### config.mk
export PLATFORM = sky130hd
export DESIGN_NAME = pipe_hazard_ctrl
export DESIGN_NICKNAME = d
export VERILOG_FILES = /design/src/rtl/pipe_hazard_ctrl.sv
export SDC_FILE = /design/constraint.sdc
export NUM_CORES = 1
export LEC_CHECK = 0
export CAP_MARGIN = 40
export CORE_MARGIN = 4
export CORE_UTILIZATION = 40
export CTS_CLUSTER_DIAMETER = 50
export CTS_CLUSTER_SIZE = 10
export DETAILED_ROUTE_END_ITERATION = 7
export HOLD_SLACK_MARGIN = 0.03
export PLACE_DENSITY = 0.68
export SYNTH_ARGS = -nofsm -noshare
export SYNTH_HDL_FRONTEND = slang
export SYNTH_SLANG_ARGS = --single-unit
### constraint.sdc
create_clock -name CLK -period 2.1 [get_ports CLK]
set_input_delay 0.21 -clock CLK [delete_from_list [all_inputs] [get_ports CLK]]
set_output_delay 0.21 -clock CLK [all_outputs]
set_load 0.05 [all_outputs]
### src/rtl/pipe_hazard_ctrl.sv
// Pipeline sequencer: load/flush enables for PC, IF/ID, ID/EXE, EXE/MEM and MEM/WB.
// Zero-cycle (Mealy) outputs; mem_busy freezes every stage, so memory wait has priority over branch and RAW stall.
// Optional FORWARDING_EN macro narrows the RAW hazard to load-use only.
module pipe_hazard_ctrl #(
  parameter int LOAD_BUBBLES = 1,
  parameter int MEM_TIMEOUT  = 255,
  parameter int CNT_W        = 32
) (
  input  logic             CLK,
  input  logic             RST,
  input  logic [3:0]       src1,
  input  logic [3:0]       src2,
  input  logic             two_src,
  input  logic             id_valid,
  input  logic [3:0]       exe_dest,
  input  logic             exe_wb_en,
  input  logic             exe_mem_r_en,
  input  logic [3:0]       mem_dest,
  input  logic             mem_wb_en,
  input  logic             branch_taken,
  input  logic             mem_busy,
  output logic             pc_ld,
  output logic             if_id_ld,
  output logic             if_id_flush,
  output logic             id_exe_ld,
  output logic             id_exe_flush,
  output logic             exe_mem_ld,
  output logic             mem_wb_ld,
  output logic             mem_err,
  output logic [CNT_W-1:0] stall_cnt
);

  typedef enum logic [1:0] {RUN, STALL, FREEZE} state_t;

  localparam logic [2:0]  BUB_INIT = 3'(LOAD_BUBBLES - 1);
  localparam logic [15:0] BUSY_MAX = 16'(MEM_TIMEOUT);

  state_t           state_q, state_d;
  logic [2:0]       bub_q, bub_d;
  logic [15:0]      busy_q, busy_d;
  logic             err_q, err_d;
  logic             resume_stall_q, resume_stall_d;
  logic [CNT_W-1:0] cnt_q, cnt_d;

  logic raw_e, raw_m, hazard, in_stall, stalling;
  logic pc_ld_c, if_id_ld_c, if_id_flush_c, id_exe_ld_c, id_exe_flush_c, exe_mem_ld_c, mem_wb_ld_c;

  always_comb begin
    raw_e = id_valid & exe_wb_en & ((src1 == exe_dest) | (two_src & (src2 == exe_dest)));
    raw_m = id_valid & mem_wb_en & ((src1 == mem_dest) | (two_src & (src2 == mem_dest)));
`ifdef FORWARDING_EN
    hazard = raw_e & exe_mem_r_en;
`else
    hazard = raw_e | raw_m;
`endif
    // A freeze that interrupted a stall resumes that stall, keeping its remaining bubbles.
    in_stall = (state_q == STALL) | ((state_q == FREEZE) & resume_stall_q);
    stalling = in_stall ? ((bub_q != 3'd0) | hazard) : hazard;
  end

  always_comb begin
    state_d        = state_q;
    bub_d          = bub_q;
    busy_d         = busy_q;
    err_d          = err_q;
    resume_stall_d = resume_stall_q;
    pc_ld_c        = 1'b0;
    if_id_ld_c     = 1'b0;
    if_id_flush_c  = 1'b0;
    id_exe_ld_c    = 1'b0;
    id_exe_flush_c = 1'b0;
    exe_mem_ld_c   = 1'b0;
    mem_wb_ld_c    = 1'b0;

    if (mem_busy) begin
      state_d = FREEZE;
      if (state_q != FREEZE) resume_stall_d = (state_q == STALL);
      busy_d = (busy_q == BUSY_MAX) ? busy_q : busy_q + 16'd1;
      if (busy_d == BUSY_MAX) err_d = 1'b1;
    end else begin
      busy_d         = 16'd0;
      resume_stall_d = 1'b0;
      pc_ld_c        = 1'b1;
      if_id_ld_c     = 1'b1;
      id_exe_ld_c    = 1'b1;
      exe_mem_ld_c   = 1'b1;
      mem_wb_ld_c    = 1'b1;
      if (branch_taken) begin
        if_id_flush_c  = 1'b1;
        id_exe_flush_c = 1'b1;
        state_d        = RUN;
        bub_d          = 3'd0;
      end else if (stalling) begin
        pc_ld_c        = 1'b0;
        if_id_ld_c     = 1'b0;
        id_exe_flush_c = 1'b1;
        if (in_stall) begin
          state_d = STALL;
          bub_d   = (bub_q != 3'd0) ? bub_q - 3'd1 : 3'd0;
        end else begin
          bub_d   = BUB_INIT;
          state_d = (BUB_INIT != 3'd0) ? STALL : RUN;
        end
      end else begin
        state_d = RUN;
        bub_d   = 3'd0;
      end
    end

    cnt_d = (!pc_ld_c && (cnt_q != {CNT_W{1'b1}})) ? cnt_q + {{(CNT_W-1){1'b0}}, 1'b1} : cnt_q;
  end

  always_ff @(posedge CLK or posedge RST) begin
    if (RST) begin
      state_q        <= RUN;
      bub_q          <= 3'd0;
      busy_q         <= 16'd0;
      err_q          <= 1'b0;
      resume_stall_q <= 1'b0;
      cnt_q          <= '0;
    end else begin
      state_q        <= state_d;
      bub_q          <= bub_d;
      busy_q         <= busy_d;
      err_q          <= err_d;
      resume_stall_q <= resume_stall_d;
      cnt_q          <= cnt_d;
    end
  end

  // Enables are forced low for as long as reset is asserted, independent of the clock.
  assign pc_ld        = pc_ld_c        & ~RST;
  assign if_id_ld     = if_id_ld_c     & ~RST;
  assign if_id_flush  = if_id_flush_c  & ~RST;
  assign id_exe_ld    = id_exe_ld_c    & ~RST;
  assign id_exe_flush = id_exe_flush_c & ~RST;
  assign exe_mem_ld   = exe_mem_ld_c   & ~RST;
  assign mem_wb_ld    = mem_wb_ld_c    & ~RST;
  assign mem_err      = err_q;
  assign stall_cnt    = cnt_q;

endmodule

==> impl_metrics.env <==
export IMPL_critPathArrivalTime_ns=2.34
export IMPL_synthArstFlopShare=1.00
export IMPL_clock_fmax_ghz=0.464
export IMPL_crit_required_ns=2.29
export IMPL_critPathMaxFanout=4
export IMPL_p_sw_frac=0.339
export IMPL_design_die_area_um2=9180
export IMPL_grt_pass1_wl_um=13200
export IMPL_syn_area_um2=3080
export IMPL_post_route_period_util=1.03
export IMPL_vias_per_cell=5.13
export IMPL_pwr_share_seq=0.395
export IMPL_rsz0062_at_grt="true"
export IMPL_leakage_nw=2.16
export IMPL_met3_usage=0.0266
export IMPL_hp_class="in -> async"
export IMPL_die_w_um=95.8
export IMPL_worst_pin_slew_ns=0.517
export IMPL_synth_edf_count=0
export IMPL_final_nets=467
export IMPL_synth_mux_area_frac=0.00325
export IMPL_top_usage_layer="met2"
export IMPL_layout_drive_gt1_share=0.339
export IMPL_h_tree_depth=2
export IMPL_grt_use_total=0.181
export IMPL_synth_area_leaders="dfrtp_1, xnor2_1, xor2_1"
export IMPL_synth_yosys_warnings=0
export IMPL_dr_pass1_iters=4
export IMPL_routed_wirelength_um=8270
export IMPL_initial_core_util=0.418
export IMPL_clock_latency_ns=0.31
export IMPL_globalRouteOverflowTotal=0
export IMPL_pwr_share_clk=0.272
export IMPL_tritoncts="done"
export IMPL_gp_congestion=0.884
export IMPL_irDropWorstVdd_mv=0.400
export IMPL_cts_made_buffers=5
export IMPL_syn_num_nets=347
export IMPL_cts_root_buf="clkbuf_8"
export IMPL_synth_cell_types=43
export IMPL_synth_compound_area_share=0.0832
export IMPL_final_util=0.654
export IMPL_layout_common_cells="buf_4, dfrtp_1, clkdlybuf4s50_1"
export IMPL_yosysTopAreaCell="dfrtp_1"
export IMPL_path_clk_slew_ns=0.10
export IMPL_avgSynthCellArea_um2=9.69
export IMPL_failed_checks="negative setup slack"
export IMPL_power_density_nw_per_um2=628
export IMPL_crit_type="reg -> reg"
export IMPL_grt_pass1_vias=2806
export IMPL_synth_ff_type="dfrtp_1"
export IMPL_port_buffers=63
export IMPL_cts_hold_buf=0
export IMPL_grt_max_degree=56
export IMPL_drt_drc_violations_left=0
export IMPL_setup_viol_count_final=12
export IMPL_status="finished, violations left"
export IMPL_die_h_um=95.8
export IMPL_hold_viol=0
export IMPL_core_um2=7370
export IMPL_syn_to_final_growth_pct=56.4
export IMPL_rows=31
export IMPL_dp_hpwl_um=5780
export IMPL_synthAdderAreaFrac=0.0162
export IMPL_end_kind="flop"
export IMPL_p_sw_mw=1.03
export IMPL_final_common_cell="buf_4"
export IMPL_drtIter0Drc=118
export IMPL_ys_seq_area_frac=0.446
export IMPL_pin_count=65
export IMPL_dp_cells=515
export IMPL_fillers=579
export IMPL_synth_simple_gate_area_frac=0.240
export IMPL_globalRouteMet1Util=0.239
export IMPL_antenna_found_initial=0
export IMPL_combPwrFrac=0.332
export IMPL_wl_per_cell_um=15.4
export IMPL_clock_sinks=55
export IMPL_netlist_instances=318
export IMPL_clock_skew_ns=0.0146
export IMPL_slew_viol_final=0
export IMPL_maxSlewHeadroom=0.654
export IMPL_stdcell_count=538
export IMPL_setup_ws_ns=-0.0554
export IMPL_synth_top_area_share=0.446
export IMPL_intPower_mw=2.00
export IMPL_diodes=0
export IMPL_antenna_left=0
export IMPL_clockBufferDepth=2
export IMPL_startpoint_type="flop"
export IMPL_synth_top_family_by_area="simple AND/OR/NAND/NOR gates"
export IMPL_synth_seq_cells=55
export IMPL_grt_use_met2=0.309
export IMPL_vias=2762
export IMPL_fin_crit_ns=2.16
export IMPL_cap_violations=0
export IMPL_synthXorXnorAreaFrac=0.159
kinds of logic (layout without fill, tap and decap cells):
logic type	Yosys count	after routing
mux	1	1
buf+inv	33	154
compound gates	34	34
simple gates	135	135
fa+ha+maj	4	4
xor+xnor	56	56
flops	55	55
path summary, 6_finish.rpt:
path / startpoint / endpoint / slack [ns] / cells after the start
setup / recovery: stall_cnt[13]$_DFFE_PP0P_ / stall_cnt[29]$_DFFE_PP0P_ / -0.06 / 11
hold / removal: RST / busy_q[6]$_DFF_PP0_ / 0.43 / 3
setup reg to reg: stall_cnt[13]$_DFFE_PP0P_ / stall_cnt[29]$_DFFE_PP0P_ / -0.06 / 11
hold reg to reg: mem_err$_DFFE_PP0P_ / mem_err$_DFFE_PP0P_ / 0.48 / 1
max in group asynchronous: RST / stall_cnt[15]$_DFFE_PP0P_ / 1.41 / 3
min in group CLK: mem_err$_DFFE_PP0P_ / mem_err$_DFFE_PP0P_ / 0.48 / 1
layout make-up:
type / instances / area (µm²) / share of cell area
multi-input combinational: 230 / 1840 / 0.381
sequential: 55 / 1390 / 0.288
clock inverter: 2 / 60.1 / 0.0125
timing repair buffer: 131 / 1280 / 0.266
inverter: 15 / 56.3 / 0.0117
tap: 99 / 124 / 0.0257
clock buffer: 6 / 72.6 / 0.0151
flip-flops by register name, indices dropped and copies added (netlist names):
register	flops
stall_cnt	32
bub_q	3
state_q	2
resume_stall_q	1
busy_q	16
mem_err	1
power by group through the flow:
stage	clock (mW)	combinational, mW	sequential, mW
2_1_floorplan	0	0.292	1.44
4_1_cts	0.843	0.951	1.19
6_report	0.824	1.01	1.20
3_5_place_dp	0	0.923	1.21
5_1_grt	0.891	1.06	1.21
3_3_place_gp	0	0.905	1.20
synthesized netlist by cell type, types with 2 or more instances:
master    count
inv_1        15
buf_2         2
and2_1       13
a22o_1        3
nor4_1        3
and3_1       10
a31oi_1       3
nor2b_1       5
xor2_1       16
nand3_1      22
a21oi_1       4
xnor2_1      40
a21boi_0      3
and3_4        3
o211ai_1      3
or3_1         2
nand4_1      20
o22ai_1       2
clkbuf_1      8
buf_4         5
nor2_1       17
nand2_1      24
buf_6         2
o21ai_0       6
ha_1          4
a222oi_1      2
dfrtp_1      55
nor3_1       11
per-layer routing:
layer | up-vias | wire length (µm)
li1 | 1339 | -
met1 | 1350 | 3500
met2 | 67 | 4360
met3 | 6 | 342
met4 | 0 | 72
met5 | - | 0
what timing repair did:
item,4_1_cts,5_1_grt
endpoints found under the setup margin,23,38
setup buffers,7,9
pin swaps,17,27
resized for setup,26,41
gates cloned,2,0
worst max-delay path, stage by stage, from the launching register on:
cell	delay, ns
dfrtp_2	0.38
and3_4	0.18
and3_4	0.18
and3_4	0.19
and3_4	0.19
and3_4	0.20
nand4_4	0.11
buf_6	0.14
o21ai_4	0.10
buf_6	0.17
nor2_1	0.05
xor2_1	0.15
through the flow:
step                      area (µm²)  hold slack [ns]  TNS, ns  power (mW)  setup WS (ns)
final                           4820            0.431   -0.296        3.03        -0.0554
after global routing            4820            0.485    -2.46        3.16         -0.155
after CTS                       4600            0.462   -0.492        2.98        -0.0754
after detailed placement        4330            0.475    -9.28        2.13         -0.378
after global placement          4330            0.454    -8.30        2.11         -0.323
after floorplan                 3180            0.241    -3.35        1.74         -0.156
Power figures use the tool's default switching activity.
